===== config.mk =====
export PLATFORM = sky130hd
export DESIGN_NAME = gps_ack_sched
export DESIGN_NICKNAME = d
export VERILOG_FILES = /design/src/rtl/gps_ack_sched.sv
export SDC_FILE = /design/constraint.sdc
export NUM_CORES = 1
export LEC_CHECK = 0
export CAP_MARGIN = 15
export CORE_MARGIN = 5
export CORE_UTILIZATION = 57
export DETAILED_ROUTE_END_ITERATION = 8
export GPL_TIMING_DRIVEN = 1
export PLACE_DENSITY = 0.79
export SLEW_MARGIN = 10
export SYNTH_ARGS = -nofsm -noshare
export SYNTH_HDL_FRONTEND = slang
export SYNTH_SLANG_ARGS = --single-unit

===== constraint.sdc =====
create_clock -name clk -period 8.8 [get_ports clk]
set_input_delay 2.64 -clock clk [delete_from_list [all_inputs] [get_ports clk]]
set_output_delay 2.64 -clock clk [all_outputs]
set_load 0.005 [all_outputs]

===== src/rtl/gps_ack_sched.sv =====
// Acquisition search scheduler: sweeps a PRN range over a Doppler grid on the
// correlator, keeps the strongest peak per PRN and reports it over valid/ready.
module gps_ack_sched #(
    parameter logic signed [15:0] DOPPLER_INIT = -16'sd80,
    parameter int                 DOPPLER_STEP = 4,
    parameter int                 DOPPLER_NUM  = 40,
    parameter int                 WDOG_CYCLES  = 65535
) (
    input  logic               clk,
    input  logic               rst,
    input  logic               search_start,
    input  logic               abort,
    input  logic [5:0]         sat_first,
    input  logic [5:0]         sat_last,
    input  logic [13:0]        threshold,
    output logic               busy,
    output logic               search_done,
    output logic               corr_start,
    output logic [5:0]         corr_sat,
    output logic signed [15:0] corr_doppler,
    input  logic               corr_done,
    input  logic [9:0]         corr_code_phase,
    input  logic [13:0]        corr_mag,
    output logic               res_valid,
    input  logic               res_ready,
    output logic [5:0]         res_sat,
    output logic [9:0]         res_code_phase,
    output logic signed [15:0] res_doppler,
    output logic [13:0]        res_mag,
    output logic               res_found,
    output logic               res_timeout
);

    typedef enum logic [1:0] {
        S_IDLE,
        S_ISSUE,
        S_WAIT,
        S_REPORT
    } state_t;

    localparam logic [15:0]        BIN_LAST = 16'(DOPPLER_NUM - 1);
    localparam logic signed [15:0] DOP_STEP = 16'(DOPPLER_STEP);
    localparam logic [31:0]        WDOG_LIM = 32'(WDOG_CYCLES);
    localparam bit                 WDOG_EN  = (WDOG_CYCLES != 0);

    state_t             r_state;
    logic               r_busy;
    logic               r_search_done;
    logic               r_corr_start;
    logic [5:0]         r_corr_sat;
    logic [5:0]         r_sat_last;
    logic signed [15:0] r_corr_doppler;
    logic [15:0]        r_bin;
    logic [31:0]        r_wdog;
    logic [13:0]        r_best_mag;
    logic [9:0]         r_best_cp;
    logic signed [15:0] r_best_dop;
    logic               r_tmo;
    logic               r_res_valid;
    logic [5:0]         r_res_sat;
    logic [9:0]         r_res_cp;
    logic signed [15:0] r_res_dop;
    logic [13:0]        r_res_mag;
    logic               r_res_tmo;

    logic               w_in_wait;
    logic               w_wdog_hit;
    logic               w_tmo_bin;
    logic               w_bin_done;
    logic               w_upd;
    logic               w_tmo;
    logic               w_range_bad;
    logic [13:0]        w_best_mag;
    logic [9:0]         w_best_cp;
    logic signed [15:0] w_best_dop;

    assign w_in_wait   = (r_state == S_WAIT);
    assign w_wdog_hit  = WDOG_EN && (r_wdog == WDOG_LIM);
    // A real completion wins over a watchdog expiry in the same cycle.
    assign w_tmo_bin   = w_in_wait && !corr_done && w_wdog_hit;
    assign w_bin_done  = w_in_wait && (corr_done || w_wdog_hit);
    assign w_upd       = w_in_wait && corr_done && (corr_mag > r_best_mag);
    assign w_tmo       = r_tmo | w_tmo_bin;
    assign w_range_bad = (sat_first > sat_last) || (sat_first == 6'd0);

    assign w_best_mag  = w_upd ? corr_mag        : r_best_mag;
    assign w_best_cp   = w_upd ? corr_code_phase : r_best_cp;
    assign w_best_dop  = w_upd ? r_corr_doppler  : r_best_dop;

    assign busy           = r_busy;
    assign search_done    = r_search_done;
    assign corr_start     = r_corr_start;
    assign corr_sat       = r_corr_sat;
    assign corr_doppler   = r_corr_doppler;
    assign res_valid      = r_res_valid;
    assign res_sat        = r_res_sat;
    assign res_code_phase = r_res_cp;
    assign res_doppler    = r_res_dop;
    assign res_mag        = r_res_mag;
    assign res_timeout    = r_res_tmo;
    // Threshold is compared live so software may retune while a result waits.
    assign res_found      = r_res_valid && (r_res_mag >= threshold);

    always_ff @(posedge clk) begin
        if (rst) begin
            r_state        <= S_IDLE;
            r_busy         <= 1'b0;
            r_search_done  <= 1'b0;
            r_corr_start   <= 1'b0;
            r_corr_sat     <= 6'd0;
            r_sat_last     <= 6'd0;
            r_corr_doppler <= DOPPLER_INIT;
            r_bin          <= 16'd0;
            r_wdog         <= 32'd0;
            r_best_mag     <= 14'd0;
            r_best_cp      <= 10'd0;
            r_best_dop     <= 16'sd0;
            r_tmo          <= 1'b0;
            r_res_valid    <= 1'b0;
            r_res_sat      <= 6'd0;
            r_res_cp       <= 10'd0;
            r_res_dop      <= 16'sd0;
            r_res_mag      <= 14'd0;
            r_res_tmo      <= 1'b0;
        end else if (abort) begin
            r_state       <= S_IDLE;
            r_busy        <= 1'b0;
            r_res_valid   <= 1'b0;
            r_corr_start  <= 1'b0;
            r_search_done <= 1'b0;
        end else begin
            r_search_done <= 1'b0;
            r_corr_start  <= 1'b0;
            case (r_state)
                S_IDLE: begin
                    if (search_start) begin
                        r_sat_last <= sat_last;
                        if (w_range_bad) begin
                            r_search_done <= 1'b1;
                        end else begin
                            r_corr_sat     <= sat_first;
                            r_corr_doppler <= DOPPLER_INIT;
                            r_bin          <= 16'd0;
                            r_best_mag     <= 14'd0;
                            r_best_cp      <= 10'd0;
                            r_best_dop     <= 16'sd0;
                            r_tmo          <= 1'b0;
                            r_busy         <= 1'b1;
                            r_corr_start   <= 1'b1;
                            r_state        <= S_ISSUE;
                        end
                    end
                end

                S_ISSUE: begin
                    r_wdog  <= 32'd0;
                    r_state <= S_WAIT;
                end

                S_WAIT: begin
                    r_best_mag <= w_best_mag;
                    r_best_cp  <= w_best_cp;
                    r_best_dop <= w_best_dop;
                    r_tmo      <= w_tmo;
                    if (w_bin_done) begin
                        if (r_bin == BIN_LAST) begin
                            r_res_valid <= 1'b1;
                            r_res_sat   <= r_corr_sat;
                            r_res_cp    <= w_best_cp;
                            r_res_dop   <= w_best_dop;
                            r_res_mag   <= w_best_mag;
                            r_res_tmo   <= w_tmo;
                            r_state     <= S_REPORT;
                        end else begin
                            r_bin          <= r_bin + 16'd1;
                            r_corr_doppler <= r_corr_doppler + DOP_STEP;
                            r_corr_start   <= 1'b1;
                            r_state        <= S_ISSUE;
                        end
                    end else if (WDOG_EN) begin
                        r_wdog <= r_wdog + 32'd1;
                    end
                end

                S_REPORT: begin
                    if (r_res_valid && res_ready) begin
                        r_res_valid <= 1'b0;
                        if (r_corr_sat == r_sat_last) begin
                            r_search_done <= 1'b1;
                            r_busy        <= 1'b0;
                            r_state       <= S_IDLE;
                        end else begin
                            r_corr_sat     <= r_corr_sat + 6'd1;
                            r_corr_doppler <= DOPPLER_INIT;
                            r_bin          <= 16'd0;
                            r_best_mag     <= 14'd0;
                            r_best_cp      <= 10'd0;
                            r_best_dop     <= 16'sd0;
                            r_tmo          <= 1'b0;
                            r_corr_start   <= 1'b1;
                            r_state        <= S_ISSUE;
                        end
                    end
                end

                default: r_state <= S_IDLE;
            endcase
        end
    end

endmodule


==> results by group, run 1 <==
Floorplanning
  – I/O pins: 130
  – Core area: 0.01526 sq mm
  – Die X: 135.1 um
  – Die area: 0.01826 sq mm
  – Starting Density: 58.50%
  – Die extent in y: 135.1 um
  – Num rows: 45

Clocking
  – CTS tree: yes
  – Clk_lat worst skew: 0.43 ns
  – CTS Buf Count: 17
  – H-tree levels: 4
  – CTS Buffer Depth: 2
  – CTS root buf: clkbuf_16
  – Clock Sinks: 168
  – Setup Buffers After CTS: 0
  – CTS hold repair buffers: 0
  – Clk slew on worst S/H paths: 0.06 ns
  – Post_cts resized: 0

Critical path
  – CP peak stage delay: 0.46 ns
  – Crit path from: threshold[3]
  – RR Startpoint: r_state[0]$_SDFFE_PP0P_
  – Cell Chain, Critical Path: clkdlybuf4s50_1 -> inv_1 -> ha_1 -> a211oi_1 -> o21ai_0 -> o221a_2 -> o311ai_0 -> a21oi_1 -> clkdlybuf4s50_1
  – Crit path kind: in -> out
  – WP buf/inv: 3
  – Register-to-register setup slack: 5.78 ns
  – Crit-path max FO: 2
  – WP data arrival: 4.89 ns
  – Critical Path Start Type: input pin
  – Critical path endpoint category: primary output
  – Crit-path leading delay family: compound AO/OA/AOI/OAI gates
  – CP dominant cell by count: clkdlybuf4s50_1
  – R2R depth: 7
  – Worst path required time: 6.16 ns
  – CP max-delay cell: clkdlybuf4s50_1
  – Crit. path cell count: 9

Run
  – Max cap viols: 0

Placed design
  – Pre-CTS WS: 1.234 ns
  – Placer Congestion: 0.8674
  – DP Area: 0.01022 sq mm
  – Detailed Place HPWL: 14.62 mm
  – IO Port Bufs: 127

Drt
  – Drt pass-1 iters: 6
  – Initial detailed-routing violation count: 583
  – DR vias/cell: 5.879
  – WL/cell: 15.74 um
  – Total wire length: 21.24 mm
  – Post-DRT Antenna Nets: 0
  – Vias: 7931
  – Post-route DRC: 0

Global route
  – Gr usage total: 22.91%
  – Global-route wire length before repair: 34.93 mm
  – Global route overflow: 0
  – Pin count of the biggest net entering global routing: 100
  – Initial antenna violation count: 0
  – Vias in the first global route: 7178

Layout
  – # fillers: 1176
  – Fin nets: 1224
  – Ant. Diodes: 0
  – Final Instance Area: 0.01081 sq mm
  – Final core utilization: 70.82%
  – Fraction of layout instances using a drive strength above 1: 6.415%
  – Area growth from synthesis to final layout: 21.05%

Timing
  – Slew Limit Headroom: 25.04%
  – Slew Viols, Final: 0
  – Worst slew pin tran: 1.124 ns
  – Unrepaired setup endpoints after global routing: no
  – Fin Setup TNS: 0 ns
  – Final min period: 7.531 ns
  – Final setup violation count: 0
  – Layout Skew: 0.009433 ns
  – Achievable Freq: 132.8 MHz
  – Hold Fails Final Rpt: 0
  – Tcrit/Tclk final: 85.58%
  – Setup slack after layout: 1.269 ns

Logic synthesis
  – Mean Syn Cell Area: 8.583 sq um
  – Area contributors post-synth: dfxtp_1 (38%), ha_1 (6.0%), mux2i_1 (4.7%), inv_1 (4.6%), a211oi_1 (4.4%)
  – Sequential cell area fraction in the yosys report: 37.68%
  – Number of synthesized flops with an enable pin: 0
  – Warnings from Yosys: 0
  – Top FF cell, synth: dfxtp_1
  – Mapped Cells: 1040
  – Post-Syn Area: 0.008926 sq mm
  – Post-synth top area share: 37.68%
  – Ys async rst share: 0%
  – Yosys top cell by area: dfxtp_1
  – Number of synthesized register bits: 168
  – Synth cell types: 70
  – Top-count cell post-synth: dfxtp_1
  – Top cells by count, synth: dfxtp_1 (168), inv_1 (110), nor2_1 (98)

Power
  – Leak: 4.129 nW
  – Power Density: 152.8 mW/mm^2
  – Worst vdd ir: 136.8 uV

Run status
  – Status: finished, final reports clean

Worst hold path
  – Hold Path Cell Cnt: 2
  – HP Start: res_doppler[1]$_SDFFE_PP0P_
  – Min-delay worst type: reg -> reg
-- final timing paths --
path / end
max: res_found
min: res_doppler[1]$_SDFFE_PP0P_
max reg2reg: r_bin[10]$_SDFFE_PP0P_
min reg2reg: res_doppler[1]$_SDFFE_PP0P_
-- per-stage QoR --
stage	hold slack, ns	power [mW]	cells
after detailed placement	0.4442	0.9293	1317
after global placement	0.4380	0.9277	1317
after floorplan	0.4431	0.8728	1041
final	0.4496	1.651	1349
after CTS	0.4529	1.664	1349
after global routing	0.4675	1.712	1349
-- worst min-delay path: stages, from the launching register on --
cell and delay (ns):
dfxtp_1 0.31, nand2_1 0.05, a21oi_1 0.05
-- layer usage --
metal	wire length [um]	vias to the layer above	track usage [%]
met3	1090	29	3.455
met1	9720	3686	30.83
li1	-	3980	-
met5	0	-	0
met2	10020	236	37.61
met4	404	0	8.063
-- cells by family after synthesis --
family	synth area share, %
mux	4.962
simple gates	18.59
compound gates	22.27
xor+xnor	2.159
fa+ha+maj	6.028
buf+inv	8.270
other cells	0.04201
flops	37.68
-- power by group --
part / internal, mW / switching [mW]
registers: 0.765 / 0.00680
clock network: 0.428 / 0.310
logic: 0.0567 / 0.0853
total: 1.25 / 0.402
-- registers in the layout, indices dropped and copies added (netlist names), 2 cells and up --
register,cells
res_doppler,16
r_sat_last,6
r_bin,16
res_sat,6
corr_doppler,14
r_wdog,32
r_state,2
r_best_cp,10
res_mag,14
res_code_phase,10
corr_sat,6
r_best_mag,14
r_best_dop,16
-- cell usage in the layout, fill, tap and decap left out, types with 5 or more instances in the layout --
cell / netlist / routed
o21a_1: 8 / 8
or3_1: 8 / 8
xnor2_1: 18 / 18
a32o_1: 11 / 11
o21ai_0: 18 / 18
nor4_1: 10 / 10
a211oi_1: 52 / 51
nand3_1: 34 / 34
o211ai_1: 6 / 6
or4_1: 9 / 9
inv_1: 110 / 110
nand2b_1: 6 / 6
mux2i_1: 42 / 42
o32ai_1: 32 / 32
and2_1: 5 / 5
and3_1: 7 / 7
ha_1: 43 / 43
and4_1: 9 / 9
dfxtp_1: 168 / 168
a21o_1: 5 / 5
nor2_1: 98 / 98
o31ai_1: 7 / 7
nor3_1: 27 / 27
a41oi_1: 7 / 7
nand4_1: 21 / 21
o32ai_2: 10 / 10
clkdlybuf4s50_1: 0 / 126
a31oi_1: 7 / 7
clkbuf_16: 0 / 17
buf_4: 5 / 8
a21oi_1: 57 / 57
a311oi_1: 16 / 16
nand2_1: 59 / 59
-- area by class of cell --
type	count	area (sq um)	share of cell area (%)
clock inverter	13	145.1	1.343
timing repair buffer	134	1321	12.23
sequential	168	3363	31.13
tap	211	264.0	2.443
multi-input combinational	693	4852	44.90
clock buffer	19	442.9	4.099
inverter	111	416.7	3.856
No activity file was read; power rests on OpenSTA's default activity.
==> inputs of run 2 (changes only) <==
Settings changed: SLEW_MARGIN 10 to 20.
==> results of run 2 <==
Final layout, timing and power as in run 1 (identical DEF).
